File: src/rtl/arith_pkg.sv
// Shared arithmetic definitions for the adder blocks: result modes and
// the width rule that keeps a multi-operand sum from overflowing.
package arith_pkg;

  localparam int SUM_TRUNC = 0;
  localparam int SUM_FULL  = 1;

  // Full-precision width of a sum of num_ops unsigned width-bit operands,
  // or just width when the result is truncated.
  function automatic int sum_width(input int width, input int num_ops, input int sum_mode);
    return (sum_mode == SUM_FULL) ? width + $clog2(num_ops) : width;
  endfunction

endpackage

File: src/rtl/acc_out_reg.sv
// Single-entry result register with valid/ready drain. A load in the same
// cycle as a drain replaces the consumed result without a bubble.
module acc_out_reg #(
  parameter int SUM_W = 5
) (
  input  logic             clk,
  input  logic             rst,
  input  logic             load,
  input  logic [SUM_W-1:0] load_sum,
  input  logic             load_ovf,
  input  logic             out_ready,
  output logic             out_valid,
  output logic [SUM_W-1:0] out_sum,
  output logic             out_ovf
);

  logic             valid_q, valid_d;
  logic [SUM_W-1:0] sum_q, sum_d;
  logic             ovf_q, ovf_d;

  always_comb begin
    valid_d = valid_q;
    sum_d   = sum_q;
    ovf_d   = ovf_q;
    if (valid_q && out_ready) begin
      valid_d = 1'b0;
    end
    if (load) begin
      valid_d = 1'b1;
      sum_d   = load_sum;
      ovf_d   = load_ovf;
    end
  end

  always_ff @(posedge clk) begin
    if (rst) begin
      valid_q <= 1'b0;
      sum_q   <= '0;
      ovf_q   <= 1'b0;
    end else begin
      valid_q <= valid_d;
      sum_q   <= sum_d;
      ovf_q   <= ovf_d;
    end
  end

  assign out_valid = valid_q;
  assign out_sum   = sum_q;
  assign out_ovf   = ovf_q;

endmodule

File: src/rtl/multi_operand_accumulator.sv
// Streaming multi-operand adder: sums each group of NUM_OPS operands and
// presents the group result (truncated or full precision) with overflow flag.
module multi_operand_accumulator
  import arith_pkg::*;
#(
  parameter int WIDTH    = 5,
  parameter int NUM_OPS  = 11,
  parameter int SUM_MODE = SUM_TRUNC,
  localparam int SUM_W   = sum_width(WIDTH, NUM_OPS, SUM_MODE)
) (
  input  logic             clk,
  input  logic             rst,
  input  logic             clear,
  input  logic             in_valid,
  output logic             in_ready,
  input  logic [WIDTH-1:0] in_data,
  output logic             out_valid,
  input  logic             out_ready,
  output logic [SUM_W-1:0] out_sum,
  output logic             out_ovf
);

  localparam int ACC_W = sum_width(WIDTH, NUM_OPS, SUM_FULL);
  localparam int CNT_W = $clog2(NUM_OPS);
  localparam logic [CNT_W-1:0] LAST_CNT = CNT_W'(NUM_OPS - 1);

  logic [CNT_W-1:0] cnt_q, cnt_d;
  logic [ACC_W-1:0] acc_q, acc_d;
  logic [ACC_W-1:0] total;
  logic             is_last;
  logic             accept;
  logic             load;
  logic [SUM_W-1:0] load_sum;
  logic             load_ovf;

  // Handshakes: a transfer happens on a rising edge where valid and ready
  // are both high; valid, once raised, holds its data until that transfer.
  // Only the last operand of a group waits on a pending, unconsumed result.
  always_comb begin
    is_last  = (cnt_q == LAST_CNT);
    in_ready = !rst && !clear && !(is_last && out_valid && !out_ready);
    accept   = in_valid && in_ready;
    total    = acc_q + ACC_W'(in_data);
    load     = accept && is_last;
    load_sum = total[SUM_W-1:0];
    load_ovf = |total[ACC_W-1:WIDTH];

    cnt_d = cnt_q;
    acc_d = acc_q;
    if (clear) begin
      cnt_d = '0;
    end else if (accept) begin
      if (is_last) begin
        cnt_d = '0;
      end else begin
        cnt_d = cnt_q + CNT_W'(1);
        acc_d = (cnt_q == '0) ? ACC_W'(in_data) : total;
      end
    end
  end

  always_ff @(posedge clk) begin
    if (rst) begin
      cnt_q <= '0;
      acc_q <= '0;
    end else begin
      cnt_q <= cnt_d;
      acc_q <= acc_d;
    end
  end

  acc_out_reg #(
    .SUM_W (SUM_W)
  ) u_out_reg (
    .clk       (clk),
    .rst       (rst),
    .load      (load),
    .load_sum  (load_sum),
    .load_ovf  (load_ovf),
    .out_ready (out_ready),
    .out_valid (out_valid),
    .out_sum   (out_sum),
    .out_ovf   (out_ovf)
  );

endmodule

File: config.mk
export PLATFORM = sky130hd
export DESIGN_NAME = multi_operand_accumulator
export DESIGN_NICKNAME = d
export VERILOG_FILES = /design/src/rtl/arith_pkg.sv /design/src/rtl/acc_out_reg.sv /design/src/rtl/multi_operand_accumulator.sv
export SDC_FILE = /design/constraint.sdc
export NUM_CORES = 1
export LEC_CHECK = 0
export BUFFER_PORTS_ARGS = -buffer_cell sky130_fd_sc_hd__buf_2
export CAP_MARGIN = 10
export CORE_MARGIN = 2
export CORE_UTILIZATION = 29
export CTS_CLUSTER_DIAMETER = 50
export DETAILED_ROUTE_END_ITERATION = 16
export GPL_TIMING_DRIVEN = 0
export PLACE_DENSITY_LB_ADDON = 0.2
export SLEW_MARGIN = 30
export SYNTH_ARGS = -nofsm -noshare
export SYNTH_HDL_FRONTEND = slang
export SYNTH_HIERARCHICAL = 1
export SYNTH_SLANG_ARGS = --single-unit
export TNS_END_PERCENT = 50
File: constraint.sdc
create_clock -name clk -period 2.4 [get_ports clk]
set_input_delay 0.48 -clock clk [delete_from_list [all_inputs] [get_ports clk]]
set_output_delay 0.48 -clock clk [all_outputs]
set_load 0.1 [all_outputs]
==> results.cfg <==
[pwr]
seq_power_share_pct = 43.8
power_switching_w = 0.0001814
peakVddDrop_uv = 376.7
power_frac_clock_pct = 43.7
power.total_w = 0.0007805
p_leak_nw = 0.5323
comb_power_share_pct = 12.6
internal-power_w = 0.0005990
power.density_nw_per_um2 = 563.5
swShare_pct = 23.25

[clock_tree]
clock-sinks = 20
cts_max_path_buffers = 2
cts_made_buffers = 3
clockRootBuffer = clkbuf_8
cts_setup_buffers = 0
clk_latency_ns = 0.26
clkTransAtPathRegs_ns = 0.07
cts_tree = yes
cts.htree.levels = 1

[critical_path]
cp-end-kind = primary output
crit_slowest_cell = or2_2
crit_chain = buf_2, clkbuf_1, or2_2, nor2_2, clkbuf_4
critical_path_class = in -> out
crit_path_max_fanout = 10
arrival_ns = 1.73
cp_num_buf_inv = 3
slowest_delay_ns = 0.40
worstSetupStartpointType = primary input
cp.required_ns = 1.92
cpLargestDelayFamily = buffers and inverters

[routing]
ant_nets = 0
drt_iter0_drc = 13
via_per_inst = 4.954
wirelength_um = 2517
wl_per_cell_um = 12.78
via_count = 976
drc = 0
drtPass1Iterations = 4

[sta]
finalHoldViolCount = 0
setup_viol_count_final = 0
max-slew-margin-rel_pct = 64.39
tightest_slew_ns = 0.5298
fin_crit_ns = 2.214
fin_tns_setup_ns = 0
skew_ns = 0.008681
rsz0062_at_grt = no
slew_viol_final = 0
timing.fmax_mhz = 451.7
holdWs_ns = 0.4827
finalCritPeriodShare_pct = 92.25

[die]
start_util_pct = 30.78
pin_count = 18
dieArea_um2 = 4494
rows = 22
die_x_um = 67.04
fp.coreArea_um2 = 3744
die_h_um = 67.04

[global_route]
antenna_found_initial = 0
grt_overflow = 0
grt_max_degree = 13
grt_pass1_vias = 948
grt_usage_pct = 12.85
grt_pass1_wl_um = 4340

[flow_run]
cap_violations = 0

[final_layout]
area_growth_pct = 20.20
fillers = 413
drive_above_1_share_pct = 24.83
antennaDiodeCount = 0
layout.nets = 166

[yosys]
yosys.area.top_type = dfxtp_1
ys_warn_count = 6
ys.flop_type = dfxtp_1
synthArstFlopShare_pct = 0
synth_cells = 128
synth_cell_types = 39
seq_area_frac_synth_pct = 34.74
postSynthAreaPerCell_um2 = 9.003
ys_seq_elements = 20
synthesis.nets = 144
synth.area.top_cells = dfxtp_1 35%, mux2i_1 6.9%, ha_1 5.4%, nor2_1 4.9%, nand2_1 4.2%
syn_area_um2 = 1152
yosys.area.top_type_share_pct = 34.74
synth-edff-count = 0

[placement]
gp_congestion = 0.8500
port_buffers = 17
hpwl_um = 1899

[worst_hold_path]
min_path_type = reg -> reg

[outcome]
status = completed
[power groups by stage]
| stage | sequential [W] | combinational [W] | clock, W |
|---|---|---|---|
| 2_1_floorplan | 0.000348 | 0.0000681 | 0 |
| 3_3_place_gp | 0.000349 | 0.0000958 | 0 |
| 3_5_place_dp | 0.000349 | 0.0000971 | 0 |
| 4_1_cts | 0.000341 | 0.0000978 | 0.000349 |
| 5_1_grt | 0.000342 | 0.000110 | 0.000363 |
| 6_report | 0.000342 | 0.0000980 | 0.000341 |
[layout by cell type (no fill, tap or decap), types with 2 or more instances in the layout]
cell,instances
ha_1,5
nand3b_1,4
inv_1,3
or4_1,2
nand2_1,13
buf_2,17
clkbuf_8,3
buf_6,2
a311oi_1,2
xnor2_1,2
a211oi_1,2
nor3_1,2
nand3_1,2
a21oi_1,8
nand4_1,3
dfxtp_1,20
nor2_1,14
mux2i_1,8
xor2_1,5
nand3_4,2
o21ai_0,8
[worst paths after layout]
check | end | from | slack [ns] | depth (start not counted)
hold / removal | u_out_reg/out_valid$_SDFFE_PP0P_ | u_out_reg/out_valid$_SDFFE_PP0P_ | 0.48 | 2
setup / recovery | in_ready | rst | 0.19 | 5
hold reg to reg | u_out_reg/out_valid$_SDFFE_PP0P_ | u_out_reg/out_valid$_SDFFE_PP0P_ | 0.48 | 2
setup reg to reg | u_out_reg/out_ovf$_SDFFE_PP0P_ | acc_q[0]$_SDFFE_PP0P_ | 0.35 | 9
[per-stage QoR]
| stage | utilization [%] | setup WS (ns) | cell area, µm² | cells |
|---|---|---|---|---|
| 2_1_floorplan | - | 0.1393 | 1155 | 128 |
| 3_3_place_gp | 34.73 | 0.04752 | 1300 | 193 |
| 3_5_place_dp | 34.73 | 0.03749 | 1300 | 193 |
| 4_1_cts | 36.63 | 0.005637 | 1371 | 197 |
| 5_1_grt | 37.00 | 0.08248 | 1385 | 197 |
| 6_report | 37.00 | 0.1861 | 1385 | 197 |
[flip-flops by register name, indices dropped and copies added (netlist names)]
| name | cells |
|---|---|
| u_out_reg/out_ovf | 1 |
| acc_q | 9 |
| u_out_reg/out_valid | 1 |
| u_out_reg/out_sum | 5 |
| cnt_q | 4 |
[worst register-to-register path, delay by kind of cell (launching register included)]
kind	cells	cell delay (ns)
AOI/OAI and AO/OA	2	0.39
xor gates and xnor gates	1	0.18
adders and majority gates	2	0.62
DFF	1	0.32
muxes	1	0.15
and+or+nand+nor	3	0.32
[layout make-up]
| cell class | instances | area [µm²] | area share (%) |
|---|---|---|---|
| well taps | 48 | 60.06 | 4.336 |
| inverters | 4 | 15.01 | 1.084 |
| plain buffers | 4 | 31.28 | 2.258 |
| repair buffers | 17 | 87.58 | 6.323 |
| clock inverters | 1 | 30.03 | 2.168 |
| multi-input cells | 100 | 719.4 | 51.94 |
| flip-flops and latches | 20 | 400.4 | 28.91 |
| clock buffers | 3 | 41.29 | 2.981 |
[kinds of logic (layout without fill, tap and decap cells)]
group | Yosys count | after routing | share of synthesized area, %
simple gates | 51 | 51 | 25.41
buf+inv | 8 | 29 | 4.016
fa+ha+maj | 6 | 6 | 7.166
xor+xnor | 7 | 7 | 5.320
flops | 20 | 20 | 34.74
compound gates | 26 | 26 | 14.12
mux | 10 | 10 | 9.229
[metal layers]
| metal | vias to the layer above | GRT usage (%) | part of all wire [%] |
|---|---|---|---|
| met5 | - | 0 | 0 |
| met4 | 0 | 6.122 | 1.4 |
| met3 | 2 | 2.196 | 3.2 |
| met2 | 14 | 20.54 | 47 |
| met1 | 457 | 16.60 | 48 |
| li1 | 503 | - | - |
[synth_stat cells, types with 3 or more instances]
cell / instances
a21oi_1: 8
dfxtp_1: 20
ha_1: 5
inv_1: 3
mux2i_1: 8
nand2_1: 13
nand3b_1: 4
nand4_1: 3
nor2_1: 15
o21ai_0: 8
xor2_1: 5
[repair_timing]
action / 4_1_cts / 5_1_grt
hold buffers: 0 / 0
endpoints found under the setup margin: 0 / 1
gates resized for setup: 0 / 2
Note: power is estimated with default switching activity, not from simulation.
